[config.mk]
export PLATFORM = sky130hd
export DESIGN_NAME = key_hit_judge
export DESIGN_NICKNAME = d
export VERILOG_FILES = /design/src/rtl/key_hit_judge.sv
export SDC_FILE = /design/constraint.sdc
export NUM_CORES = 1
export LEC_CHECK = 0
export BUFFER_PORTS_ARGS = -buffer_cell sky130_fd_sc_hd__buf_2
export CORE_MARGIN = 2
export CORE_UTILIZATION = 45
export CTS_BUF_LIST = sky130_fd_sc_hd__clkbuf_8 sky130_fd_sc_hd__clkbuf_16
export DETAILED_ROUTE_END_ITERATION = 8
export GPL_TIMING_DRIVEN = 1
export SETUP_SLACK_MARGIN = 0.2
export SYNTH_ARGS = -nofsm -noshare
export SYNTH_HDL_FRONTEND = slang
export SYNTH_SLANG_ARGS = --single-unit
export TNS_END_PERCENT = 1
[constraint.sdc]
create_clock -name clk -period 2.35 [get_ports clk]
set_clock_uncertainty 0.15 [all_clocks]
set_input_delay 0.1175 -clock clk [delete_from_list [all_inputs] [get_ports clk]]
set_output_delay 0.1175 -clock clk [all_outputs]
set_load 0.02 [all_outputs]
[src/rtl/key_hit_judge.sv]
// key_hit_judge: debounces four active-low keys, judges presses against a latched LED prompt
// inside a timed window and keeps a saturating BCD score. Optional: KEY_HIT_JUDGE_MISS_PENALTY_EN.
module key_hit_judge #(
  parameter int DEBOUNCE_CYCLES = 500000,
  parameter int WINDOW_CYCLES   = 50000000
) (
  input  logic       clk,
  input  logic       resetn,
  input  logic [3:0] keys_n,
  input  logic       game_enable,
  input  logic       prompt_new,
  input  logic [3:0] prompt,
  input  logic       score_clear,
  output logic       hit,
  output logic       miss,
  output logic       armed,
  output logic [3:0] score_1s_digit,
  output logic [3:0] score_10s_digit
);

  localparam int DBW  = $clog2(DEBOUNCE_CYCLES + 1);
  localparam int WINW = $clog2(WINDOW_CYCLES + 1);
  localparam logic [DBW-1:0]  DB_LAST  = DBW'(DEBOUNCE_CYCLES - 1);
  localparam logic [DBW-1:0]  DB_ONE   = DBW'(1);
  localparam logic [WINW-1:0] WIN_LOAD = WINW'(WINDOW_CYCLES - 1);
  localparam logic [WINW-1:0] WIN_ONE  = WINW'(1);

  typedef enum logic [1:0] {
    IDLE   = 2'd0,
    ARMED  = 2'd1,
    JUDGED = 2'd2
  } state_t;

  function automatic logic [7:0] bcd_inc(input logic [7:0] v);
    logic [7:0] r;
    if (v == 8'h99) begin
      r = v;
    end else if (v[3:0] == 4'd9) begin
      r = {v[7:4] + 4'd1, 4'd0};
    end else begin
      r = {v[7:4], v[3:0] + 4'd1};
    end
    return r;
  endfunction

  function automatic logic [7:0] bcd_dec(input logic [7:0] v);
    logic [7:0] r;
    if (v == 8'h00) begin
      r = v;
    end else if (v[3:0] == 4'd0) begin
      r = {v[7:4] - 4'd1, 4'd9};
    end else begin
      r = {v[7:4], v[3:0] - 4'd1};
    end
    return r;
  endfunction

  logic [3:0]     sync1_r, sync2_r, stable_r, stable_d_r, press_r;
  logic [DBW-1:0] db_cnt_r [4];

  state_t          state_r, state_s;
  logic [3:0]      target_r, target_s, acc_r, acc_s;
  logic [WINW-1:0] win_r, win_s;
  logic [7:0]      score_r, score_s;
  logic            hit_s, miss_s, new_ok_s, wrong_s, done_s;
  logic            hit_r, miss_r, armed_r;

  // Two-flop synchroniser; idle level is released.
  always_ff @(posedge clk or negedge resetn) begin
    if (!resetn) begin
      sync1_r <= 4'b1111;
      sync2_r <= 4'b1111;
    end else begin
      sync1_r <= keys_n;
      sync2_r <= sync1_r;
    end
  end

  // Debounce: any cycle matching the stable level restarts the count.
  always_ff @(posedge clk or negedge resetn) begin
    if (!resetn) begin
      for (int k = 0; k < 4; k++) begin
        db_cnt_r[k] <= '0;
      end
      stable_r <= 4'b1111;
    end else begin
      for (int k = 0; k < 4; k++) begin
        if (sync2_r[k] == stable_r[k]) begin
          db_cnt_r[k] <= '0;
        end else if (db_cnt_r[k] == DB_LAST) begin
          db_cnt_r[k] <= '0;
          stable_r[k] <= sync2_r[k];
        end else begin
          db_cnt_r[k] <= db_cnt_r[k] + DB_ONE;
        end
      end
    end
  end

  // Registered 1->0 edge detect produces the one-cycle press events.
  always_ff @(posedge clk or negedge resetn) begin
    if (!resetn) begin
      stable_d_r <= 4'b1111;
      press_r    <= 4'b0000;
    end else begin
      stable_d_r <= stable_r;
      press_r    <= stable_d_r & ~stable_r;
    end
  end

  // Judge FSM; a new prompt while armed first closes the old target, then re-arms.
  always_comb begin
    state_s  = state_r;
    target_s = target_r;
    acc_s    = acc_r;
    win_s    = win_r;
    hit_s    = 1'b0;
    miss_s   = 1'b0;
    new_ok_s = prompt_new && (prompt != 4'b0000);
    wrong_s  = (press_r & ~target_r) != 4'b0000;
    done_s   = (acc_r | press_r) == target_r;
    if (score_clear) begin
      state_s = IDLE;
    end else if (!game_enable) begin
      state_s = IDLE;
    end else begin
      case (state_r)
        IDLE: begin
          if (new_ok_s) begin
            state_s  = ARMED;
            target_s = prompt;
            acc_s    = 4'b0000;
            win_s    = WIN_LOAD;
          end else begin
            state_s = IDLE;
          end
        end
        ARMED: begin
          acc_s = acc_r | press_r;
          if (wrong_s) begin
            miss_s = 1'b1;
          end else if (done_s) begin
            hit_s = 1'b1;
          end else if (prompt_new || (win_r == WIN_ONE)) begin
            miss_s = 1'b1;
          end else begin
            win_s = win_r - WIN_ONE;
          end
          if (new_ok_s) begin
            state_s  = ARMED;
            target_s = prompt;
            acc_s    = 4'b0000;
            win_s    = WIN_LOAD;
          end else if (prompt_new) begin
            state_s = IDLE;
          end else if (hit_s || miss_s) begin
            state_s = JUDGED;
          end else begin
            state_s = ARMED;
          end
        end
        JUDGED: begin
          if (new_ok_s) begin
            state_s  = ARMED;
            target_s = prompt;
            acc_s    = 4'b0000;
            win_s    = WIN_LOAD;
          end else if (prompt_new) begin
            state_s = IDLE;
          end else begin
            state_s = JUDGED;
          end
        end
        default: begin
          state_s = IDLE;
        end
      endcase
    end
  end

  // Score update; clear has priority and already suppresses hit/miss.
  always_comb begin
    if (score_clear) begin
      score_s = 8'h00;
    end else if (hit_s) begin
      score_s = bcd_inc(score_r);
`ifdef KEY_HIT_JUDGE_MISS_PENALTY_EN
    end else if (miss_s) begin
      score_s = bcd_dec(score_r);
`endif
    end else begin
      score_s = score_r;
    end
  end

  // State, score and registered outputs.
  always_ff @(posedge clk or negedge resetn) begin
    if (!resetn) begin
      state_r  <= IDLE;
      target_r <= 4'b0000;
      acc_r    <= 4'b0000;
      win_r    <= '0;
      score_r  <= 8'h00;
      hit_r    <= 1'b0;
      miss_r   <= 1'b0;
      armed_r  <= 1'b0;
    end else begin
      state_r  <= state_s;
      target_r <= target_s;
      acc_r    <= acc_s;
      win_r    <= win_s;
      score_r  <= score_s;
      hit_r    <= hit_s;
      miss_r   <= miss_s;
      armed_r  <= (state_s == ARMED);
    end
  end

  assign hit             = hit_r;
  assign miss            = miss_r;
  assign armed           = armed_r;
  assign score_1s_digit  = score_r[3:0];
  assign score_10s_digit = score_r[7:4];

endmodule

==> key figures <==
GRT
  • GRT overflow: 0
  • First-pass GRT wire length: roughly 24000 um
  • GR Util All Layers: roughly 18%
  • Antenna violations before repair: 0
  • Largest net degree at the start of global routing: 58
  • Vias in the first global route: 5105

Timing
  • Setup-failing EPs final: 0
  • Fmax: about 460 MHz
  • Total negative slack: 0 ns
  • Setup WS post-layout: around 0.19 ns
  • Final period util: between 90% and 100%
  • Final hold vios: 0
  • Slew HR: a little over half
  • Worst Tran Pin Value: a little over 0.7 ns
  • Final Max Tran Viols: 0
  • RSZ-0062 raised after global routing: true
  • Fin crit period: ~2.2 ns

Synthesis
  • Sequential fraction of the synthesis area: between 50% and 60%
  • Post-Synth Simple-Gate Area: a little over a quarter
  • Compound-Gate Fraction of Synth Area: 7.53%
  • Largest family of logic cells by synthesized area: simple AND/OR/NAND/NOR gates
  • Synth Flop Type: dfrtp_1
  • Post-Synth XOR/XNOR Area: between 8 and 9%
  • Yosys top cell by area: dfrtp_1
  • Mux share of post-synthesis cell area: approximately 1.8%
  • EDFF count, synth: 0
  • Synth top area cells: dfrtp_1 (45%), dfstp_2 (6.0%), xnor2_1 (5.7%), nor2_1 (5.6%), xor2_1 (3.2%)
  • Syn nets: slightly above 700
  • Adder-cell share of the synthesized area: under 10%
  • Register bit total from synthesis: between 100 and 150
  • Yosys top cell area share: around 45%
  • Synth Cell Area: about 0.0071 mm^2
  • Synth Instances: 700
  • Ys async rst share: 100%
  • Mapped Avg Cell Area: ~10 um^2
  • Netlist cell types: 68
  • Top post-synthesis cells by count: dfrtp_1 (127), nor2_1 (105), nand2_1 (60)
  • Yosys warnings: 0
  • Most common cell in the synthesized netlist: dfrtp_1

Drt
  • Vias per cell: about 5.3
  • Residual DRC: 0
  • Detailed Routing Iterations Pass 1: 5
  • WL/cell: approximately 14 um
  • DRT iter0 DRCs: just over 400
  • Final wirelength: 14000 um
  • DR vias: about 5200
  • Detail Route Antenna Nets: 0

Pwr
  • P_sw: 1.31 mW
  • Sw Ratio: between 20% and 30%
  • P_leak: 3.46 nW
  • Pwr/cell area: 694 mW/mm^2
  • Reg power frac: approximately 45%
  • Internal power: 4.54 mW
  • Clock power share: 49.7%
  • Gate power share: 5.8%
  • Worst IR Drop VDD: 456 uV

Placement
  • GPL Wtd Cong: 0.835
  • Area after DPL: approximately 0.0075 mm^2
  • Input/output buffers: 23
  • Setup slack at placement: approximately 0.10 ns
  • DPL Wire Length: ~9300 um

Worst setup path
  • Critical path launch point type: register
  • Crit. End Element: register
  • Launch point of the worst path: press_r[2]$_DFF_PN0_
  • Worst r2r src: press_r[2]$_DFF_PN0_
  • CP required: approximately 2.5 ns
  • CP Max Fanout: 5
  • Kind of critical path: register to register
  • Arrival time worst endpoint: around 2.3 ns

Cells and area
  • Final Cell Area: about 0.0084 mm^2
  • Post-layout nets: just under 800
  • Share of layout cells above drive strength 1: 17.2%
  • Number of diodes: 0
  • Area delta synth->final: 19.2%

Worst hold path
  • Worst hold path class: input port to asynchronous set/reset pin

Die
  • IO Count: 24
  • Effective utilization at floorplan: between 40% and 50%
  • Row Count: 45
  • Core footprint: between 0.015 and 0.02 mm^2
  • Die width: between 100 and 150 um
  • Die area: around 0.017 mm^2
  • Die Ht: between 100 and 150 um

Clock tree
  • Skew-Pair Late Insertion Delay: 0.41 ns
  • Cts bufs inserted: 17
  • Clock root cell: clkbuf_16
  • TritonCTS clock tree: built
  • Worst-path clk slew: about 0.060 ns
  • H-tree levels: 4
  • Clock sinks: approximately 140
  • CTS max path bufs: 2

Job
  • Max_cap viols: 0

Outcome
  • Status: finished, final reports clean
-- worst paths after layout --
| path | slack, ns | cells past startpoint | end |
|---|---|---|---|
| setup / recovery | 0.19 | 7 | win_r[1]$_DFFE_PN0P_ |
| hold / removal | 0.10 | 2 | win_r[7]$_DFFE_PN0P_ |
| setup reg to reg | 0.19 | 7 | win_r[1]$_DFFE_PN0P_ |
| hold reg to reg | 0.20 | 0 | sync2_r[0]$_DFF_PN1_ |
| max in group asynchronous | 1.25 | 3 | sync1_r[1]$_DFF_PN1_ |
| min in group clk | 0.19 | 2 | sync1_r[2]$_DFF_PN1_ |
-- layer usage --
metal  wire, um  track usage (%)  share of wire, %
met5          0                0                 0
met4        133             6.14              0.95
met3        495             4.58               3.5
met2       6570             28.2                47
met1       6790             24.4                49
-- stage by stage --
step / total power, mW / util, % / std cells / hold WS, ns
after floorplan: 2.83 / - / 700 / -0.328
after global placement: 2.94 / 49.1 / 931 / -0.0285
after detailed placement: 2.95 / 49.1 / 931 / -0.0208
after CTS: 5.91 / 54.3 / 976 / 0.107
after global routing: 6.09 / 55.2 / 984 / 0.137
final: 5.85 / 55.2 / 984 / 0.102
-- state kept, by name, summed over array words and instances (netlist names) --
| signal | count |
|---|---|
| acc_r | 4 |
| miss | 1 |
| hit | 1 |
| target_r | 4 |
| sync1_r | 4 |
| state_r | 2 |
| armed | 1 |
| db_cnt_r | 76 |
| sync2_r | 4 |
| win_r | 26 |
| stable_r | 4 |
| stable_d_r | 4 |
| press_r | 4 |
| score_r | 8 |
-- power by group through the flow --
stage / clock (mW) / combinational [mW] / sequential [mW]
CTS: 2.98 / 0.339 / 2.60
finish: 2.91 / 0.341 / 2.60
global placement: 0 / 0.307 / 2.64
global route: 3.09 / 0.382 / 2.61
floorplan: 0 / 0.198 / 2.63
detailed placement: 0 / 0.314 / 2.64
-- placed cells by master (no fill, tap or decap), types with 4 or more instances in the layout --
cell and n:
or3_1 16, dfrtp_1 126, xnor2_1 46, dfstp_2 16, bufinv_16 5, o21ai_1 5
xor2_1 26, nand3_1 41, o21ai_0 8, inv_1 23, buf_2 22, nor2b_1 7
nor4_1 12, or4_1 10, ha_1 9, o31ai_1 13, nor4_2 5, mux2i_1 7
and4_1 9, nand4_1 17, nor3_1 25, nor2_1 105, and3_1 5, clkbuf_16 17
nand2b_1 5, and2_1 9, buf_4 22, mux2_2 4, or2_2 4, a21oi_1 16
dlygate4sd3_1 12, nand2_1 59
-- worst max-delay path, stage by stage (launching register included) --
cell and delay, ns:
dfrtp_1 0.41, or3_4 0.41, a22oi_4 0.26, a211oi_1 0.11, buf_4 0.17, a21oi_4 0.19, inv_4 0.07, mux2_4 0.29
-- layout make-up --
class | count | area (um^2)
fillers | 1324 | 6830
multi-input cells | 516 | 3360
inverters | 22 | 85.1
well taps | 211 | 264
clock inverters | 15 | 220
flip-flops and latches | 143 | 3600
repair buffers | 60 | 467
clock buffers | 17 | 425
-- cells by family after synthesis --
kind of cell,count (synthesis)
buffers and inverters,41
adders and majority gates,10
xor gates and xnor gates,72
DFF,143
muxes,12
AOI/OAI and AO/OA,70
and+or+nand+nor,352
-- what timing repair did --
action	CTS	global route
setup buffers	1	8
pin swaps	2	9
cloned	0	0
gates resized for setup	5	14
endpoints found under the setup margin	12	73
hold endpoints to repair	111	0
hold buffers	12	0
Note: power is estimated with default switching activity, not from simulation.
